==> src/rtl/ps2_kbd_if.sv <==
// CPU-side I/O port of the PS/2 keyboard controller: strobes, register select,
// data buses and the interrupt line.
interface ps2_kbd_if;
    logic       cs;
    logic       rs;
    logic       rd_n;
    logic       wr_n;
    logic [7:0] data_in;
    logic [7:0] data_out;
    logic       n_int;

    modport master (
        output cs, rs, rd_n, wr_n, data_in,
        input  data_out, n_int
    );

    modport slave (
        input  cs, rs, rd_n, wr_n, data_in,
        output data_out, n_int
    );
endinterface

==> src/rtl/ps2_kbd.sv <==
// PS/2 keyboard receiver with scan-code FIFO, status/control register and
// level interrupt, on the single clk_cpu domain.
//   state  | meaning
//   IDLE   | waiting for a start bit (data low on a ps2 clock fall)
//   DATA   | shifting in 8 data bits, LSB first
//   PARITY | capturing the odd-parity bit
//   STOP   | capturing the stop bit, then judging the frame
module ps2_kbd #(
    parameter int c_fifo_bits = 3,
    parameter int c_timeout   = 50000
) (
    input  logic clk,
    input  logic reset_n,
    input  logic ps2_clk,
    input  logic ps2_data,
    ps2_kbd_if.slave bus
);
    localparam int to_bits  = $clog2(c_timeout + 1);
    localparam int depth    = 2 ** c_fifo_bits;
    localparam logic [c_fifo_bits:0] ptr_one = 1;
    localparam logic [to_bits-1:0]   to_max  = to_bits'(c_timeout);
    localparam logic [to_bits-1:0]   to_one  = 1;

    typedef enum logic [1:0] {IDLE, DATA, PARITY, STOP} rx_state_t;

    logic [1:0]          clk_sync;
    logic [1:0]          data_sync;
    logic                clk_dly;
    logic                ps2_fall;
    logic                data_s;

    rx_state_t           state;
    logic [7:0]          shift;
    logic [2:0]          bit_cnt;
    logic                par_bit;
    logic [to_bits-1:0]  to_cnt;
    logic                push_req;
    logic                frame_err;

    logic [7:0]          mem [depth];
    logic [c_fifo_bits:0] wr_ptr;
    logic [c_fifo_bits:0] rd_ptr;
    logic                empty;
    logic                full;

    logic                rd_act, wr_act, rd_q, wr_q, rd_stb, wr_stb;
    logic                pop, flush, push_ok;
    logic                ovr, perr, ien, n_int_q;
    logic [7:0]          status;
    logic [7:0]          dout;

    always_ff @(posedge clk) begin
        if (!reset_n) begin
            clk_sync  <= 2'b11;
            data_sync <= 2'b11;
            clk_dly   <= 1'b1;
        end else begin
            clk_sync  <= {clk_sync[0], ps2_clk};
            data_sync <= {data_sync[0], ps2_data};
            clk_dly   <= clk_sync[1];
        end
    end

    assign ps2_fall = clk_dly & ~clk_sync[1];
    assign data_s   = data_sync[1];

    always_ff @(posedge clk) begin
        if (!reset_n) begin
            state     <= IDLE;
            shift     <= 8'h00;
            bit_cnt   <= 3'd0;
            par_bit   <= 1'b0;
            to_cnt    <= '0;
            push_req  <= 1'b0;
            frame_err <= 1'b0;
        end else begin
            push_req  <= 1'b0;
            frame_err <= 1'b0;
            if (state == IDLE || ps2_fall)
                to_cnt <= '0;
            else if (to_cnt != to_max)
                to_cnt <= to_cnt + to_one;

            // a stalled keyboard drops the partial frame silently
            if (state != IDLE && !ps2_fall && to_cnt == to_max) begin
                state   <= IDLE;
                shift   <= 8'h00;
                bit_cnt <= 3'd0;
            end else if (ps2_fall) begin
                case (state)
                    IDLE: begin
                        if (!data_s) begin
                            state   <= DATA;
                            bit_cnt <= 3'd0;
                        end
                    end
                    DATA: begin
                        shift   <= {data_s, shift[7:1]};
                        bit_cnt <= bit_cnt + 3'd1;
                        if (bit_cnt == 3'd7)
                            state <= PARITY;
                    end
                    PARITY: begin
                        par_bit <= data_s;
                        state   <= STOP;
                    end
                    STOP: begin
                        state <= IDLE;
                        if ((^{shift, par_bit}) && data_s)
                            push_req <= 1'b1;
                        else
                            frame_err <= 1'b1;
                    end
                    default: state <= IDLE;
                endcase
            end
        end
    end

    assign empty = (wr_ptr == rd_ptr);
    assign full  = (wr_ptr[c_fifo_bits-1:0] == rd_ptr[c_fifo_bits-1:0]) &&
                   (wr_ptr[c_fifo_bits] != rd_ptr[c_fifo_bits]);

    assign rd_act  = bus.cs & ~bus.rd_n;
    assign wr_act  = bus.cs & ~bus.wr_n;
    assign rd_stb  = rd_act & ~rd_q;
    assign wr_stb  = wr_act & ~wr_q;
    assign pop     = rd_stb & bus.rs & ~empty;
    assign flush   = wr_stb & ~bus.rs & bus.data_in[1];
    // a pop in the same cycle frees the slot the push needs
    assign push_ok = push_req & (~full | pop) & ~flush;

    always_ff @(posedge clk) begin
        if (push_ok)
            mem[wr_ptr[c_fifo_bits-1:0]] <= shift;
    end

    always_ff @(posedge clk) begin
        if (!reset_n) begin
            wr_ptr  <= '0;
            rd_ptr  <= '0;
            rd_q    <= 1'b0;
            wr_q    <= 1'b0;
            ovr     <= 1'b0;
            perr    <= 1'b0;
            ien     <= 1'b0;
            n_int_q <= 1'b1;
        end else begin
            rd_q    <= rd_act;
            wr_q    <= wr_act;
            n_int_q <= ~(ien & ~empty);
            if (push_ok)
                wr_ptr <= wr_ptr + ptr_one;
            if (flush)
                rd_ptr <= wr_ptr;
            else if (pop)
                rd_ptr <= rd_ptr + ptr_one;

            if (wr_stb && !bus.rs) begin
                ien <= bus.data_in[7];
                if (bus.data_in[0]) begin
                    ovr  <= 1'b0;
                    perr <= 1'b0;
                end
            end
            if (push_req && full && !pop && !flush)
                ovr <= 1'b1;
            if (frame_err)
                perr <= 1'b1;
        end
    end

    assign status = {ien, 3'b000, perr, ovr, full, ~empty};

    always_comb begin
        dout = 8'h00;
        if (rd_act) begin
            if (!bus.rs)
                dout = status;
            else if (!empty)
                dout = mem[rd_ptr[c_fifo_bits-1:0]];
        end
    end

    assign bus.data_out = dout;
    assign bus.n_int    = n_int_q;
endmodule

==> src/flat_wrapper.sv <==
// flat-port wrapper written by rule: the top's interface ports become plain ports
module ps2_kbd_flat 
#(
    parameter int c_fifo_bits = 3,
    parameter int c_timeout   = 50000
)
  (clk, reset_n, ps2_clk, ps2_data, bus_cs, bus_rs, bus_rd_n, bus_wr_n, bus_data_in, bus_data_out, bus_n_int);
  ps2_kbd_if bus_i ();
  input  logic clk;
  input  logic reset_n;
  input  logic ps2_clk;
  input  logic ps2_data;
  input wire logic [$bits(bus_i.cs)-1:0] bus_cs;
  input wire logic [$bits(bus_i.rs)-1:0] bus_rs;
  input wire logic [$bits(bus_i.rd_n)-1:0] bus_rd_n;
  input wire logic [$bits(bus_i.wr_n)-1:0] bus_wr_n;
  input wire logic [$bits(bus_i.data_in)-1:0] bus_data_in;
  output wire logic [$bits(bus_i.data_out)-1:0] bus_data_out;
  output wire logic [$bits(bus_i.n_int)-1:0] bus_n_int;
  assign bus_i.cs = bus_cs;
  assign bus_i.rs = bus_rs;
  assign bus_i.rd_n = bus_rd_n;
  assign bus_i.wr_n = bus_wr_n;
  assign bus_i.data_in = bus_data_in;
  assign bus_data_out = bus_i.data_out;
  assign bus_n_int = bus_i.n_int;
  ps2_kbd #(.c_fifo_bits(c_fifo_bits), .c_timeout(c_timeout)) u_core (.clk(clk), .reset_n(reset_n), .ps2_clk(ps2_clk), .ps2_data(ps2_data), .bus(bus_i));
endmodule
==> config.mk <==
export PLATFORM = sky130hd
export DESIGN_NAME = ps2_kbd_flat
export DESIGN_NICKNAME = d
export VERILOG_FILES = /design/src/rtl/ps2_kbd_if.sv /design/src/rtl/ps2_kbd.sv /design/src/flat_wrapper.sv
export SDC_FILE = /design/constraint.sdc
export NUM_CORES = 1
export LEC_CHECK = 0
export ABC_AREA = 0
export BUFFER_PORTS_ARGS = -buffer_cell sky130_fd_sc_hd__buf_2
export CORE_MARGIN = 8
export CORE_UTILIZATION = 68
export CTS_BUF_LIST = sky130_fd_sc_hd__clkbuf_4
export CTS_CLUSTER_SIZE = 40
export DETAILED_ROUTE_END_ITERATION = 12
export PLACE_DENSITY = 0.9
export SYNTH_ARGS = -nofsm -noshare
export SYNTH_HDL_FRONTEND = slang
export SYNTH_SLANG_ARGS = --single-unit
export TNS_END_PERCENT = 1
==> constraint.sdc <==
create_clock -name clk -period 4.1 [get_ports clk]
set_input_delay 0.205 -clock clk [delete_from_list [all_inputs] [get_ports clk]]
set_output_delay 0.205 -clock clk [all_outputs]
set_load 0.01 [all_outputs]
==> metrics.csv <==
metric,value,unit
status,finished clean,
"most common cell after layout, fill and taps aside",edfxtp_1,
Mapped Area,5000,um2
R2R depth,4,
GRT Residual Overflow,0,
YS warnings,0,
wire per inst,18.4,um
Core Footprint,7180,um2
RSZ-0062 raised after global routing,false,
Final Hold Fails,0,
Worst Hold Launch,bus_rd_n,
num ports,25,
actual slew at the worst max-slew pin,1.34,ns
Max Fclk,355,MHz
pwr/cell area,390,nW/um2
worst path cell trace,mux4_2 -> mux2i_1 -> o21ai_0 -> buf_2,
LEAKAGE,1.99,nW
Post-DP Area,5200,um2
final core occ,77.5,%
final-report setup violation count,0,
"slowest stage delay, CP",1.05,ns
placed cell count,489,
syn_area_per_cell,13.2,um2
fin. max-slew vios,0,
Reg2Reg Setup Slack,1.38,ns
Synth top area share,38.4,%
die height,102,um
Setup CP Type,flip-flop to output port,
Clock Tree Buf Depth,2,
max_cap viols,0,
clock skew,0.0173,ns
DR pass1 iterations,5,
die area,10400,um2
initial DRC count,152,
Rows,31,
worst min path class,primary input to flip-flop,
syn_nets,406,
routed vias/inst,6.00,
Starting Density,69.7,%
diodes inserted,0,
hold buffers post-CTS,6,
peak supply drop,0.353,mV
layout cells sized above 1,20.8,%
GRT Overall Usage,20.5,%
post-cts resize count,0,
Post-CTS Setup Inserts,0,
DR DRC count,0,
"EDFF count, synth",64,
Clock Pin Slew Worst Setup and Hold Paths,0.12,ns
Post-Layout Cell Count,527,
Startpoint Class,flip-flop,
reg-to-reg critical path endpoint,u_core.mem[3][5]$_DFFE_PP_,
Crit Path Max Fanout,16,
Root Driver,clkbuf_4,
PortBufs,19,
fin area,5560,um2
remaining antenna violation count after routing,0,
CTS tree,yes,
FF-to-FF Start,u_core.wr_q$_SDFF_PN0_,
"Seq/Total Area, Yosys",60.0,%
CP endpoint kind,output port,
Cell variety after synth,49,
TritonCTS buffer count,17,
largest net degree at the start of global routing,22,
share of async-settable or async-resettable flops after synthesis,0,%
post-layout net count,441,
Final Cycle Share,68.7,%
Synth Flop Type,edfxtp_1,
routed vias,3160,
Synth area leader,edfxtp_1,
"Slowest-stage cell, CP",dfxtp_1,
vias in the first global route,3206,
Area Growth Syn to Fin,11.1,%
Post-Synthesis Cells,380,
first-pass GRT wire length,15800,um
CTS H-tree lvls,4,
Critical Path RT,3.89,ns
"top cells by area, synth","edfxtp_1 (38%), dfxtp_1 (22%), mux4_2 (7.2%)",
initial antenna violation count,0,
most frequent cells in the layout,"edfxtp_1 (64), dfxtp_1 (54), mux2i_1 (25), nand2_1 (25), nor2_1 (23)",
dpl hpwl,6350,um
"Clk Latency, worst-skew pair",0.51,ns
WL final,9690,um
Hold Path End,u_core.rd_q$_SDFF_PN0_,
Period minus WS final,2.82,ns
Max-Slew Margin vs Limit,9.88,%
Hold Crit Depth,3,
GPL Wtd Cong,0.864,
post-route setup TNS,0,ns
number of synthesized register bits,118,
die width,102,um
WHS,0.0530,ns
Critical Path AT,2.61,ns
Sink Count,118,
## registers in the layout (all words and copies together), names as in the netlist, named ones only
signal,flops
u_core.rd_q,1
u_core.mem,64
u_core.to_cnt,16
u_core.perr,1
u_core.bit_cnt,3
u_core.ovr,1
u_core.par_bit,1
u_core.rd_ptr,4
u_core.clk_dly,1
u_core.ien,1
u_core.data_sync,2
u_core.wr_q,1
u_core.push_req,1
u_core.wr_ptr,4
u_core.bus.n_int,1
u_core.state,2
u_core.clk_sync,2
u_core.frame_err,1
u_core.shift,8
## Yosys cell counts, types with 4 or more instances
cell,instances
edfxtp_1,64
nor3_1,4
nand4_1,8
nor2b_1,4
or3_1,4
inv_1,11
clkbuf_1,10
mux2i_1,25
ha_1,10
nor4_1,6
nor2_1,23
nor2_2,10
and4_1,4
a21oi_1,12
nand2b_1,9
xnor2_1,13
dfxtp_1,54
o21ai_0,10
nand3_1,10
nand2_1,25
mux4_2,16
xor2_1,7
## routing by layer
layer  GRT usage, %  wire length (um)
met1           23.2              3860
met2           34.9              5000
met3           5.43               593
met4           10.3               238
met5              0                 0
## critical path: cells and delay by family (launching register included)
kind	cells	cell delay, ns
AOI/OAI and AO/OA	1	0.10
buffers and inverters	1	0.16
DFF	1	1.05
muxes	2	0.81
## power breakdown
part / switching [mW] / total (mW) / leakage (nW) / internal, mW
logic: 0.0315 / 0.0635 / 0.792 / 0.0320
registers: 0.0117 / 1.25 / 1.03 / 1.24
clock network: 0.474 / 0.852 / 0.160 / 0.379
## cell type report
type                       count  area, um2
multi-input combinational    235       1880
inverter                      11       41.3
clock inverter                15        171
sequential                   118       3000
timing repair buffer          32        208
fill                         412       1620
clock buffer                  17        128
tap                           99        124
## worst max-delay path by stage
stage                             startpoint                      endpoint  cells past startpoint
3_3_place_gp   u_core.to_cnt[0]$_SDFFE_PP0N_  u_core.shift[1]$_SDFFE_PP0P_                      6
4_1_cts                            flip-flop               bus_data_out[3]                      4
3_5_place_dp                          bus_cs    u_core.mem[3][4]$_DFFE_PP_                      5
5_1_grt                            flip-flop               bus_data_out[3]                      4
6_report                           flip-flop               bus_data_out[1]                      4
2_1_floorplan  u_core.wr_ptr[2]$_SDFFE_PN0P_    u_core.mem[1][0]$_DFFE_PP_                      5
## cells by family after synthesis
family | share of synthesized area (%)
buffers and inverters | 2.33
AO/OA/AOI/OAI | 4.55
multiplexers | 12.2
adder cells (fa/ha/maj) | 2.50
flip-flops | 60.0
XOR/XNOR | 4.40
AND/OR/NAND/NOR | 14.0
## metrics by stage
stage                     total power [mW]  setup WS (ns)
final                                 2.17           1.28
after global routing                  2.24          0.969
after CTS                             2.17           1.15
after detailed placement              1.33           1.39
after global placement                1.33           1.62
after floorplan                       1.32           1.77
Power figures use the tool's default switching activity.
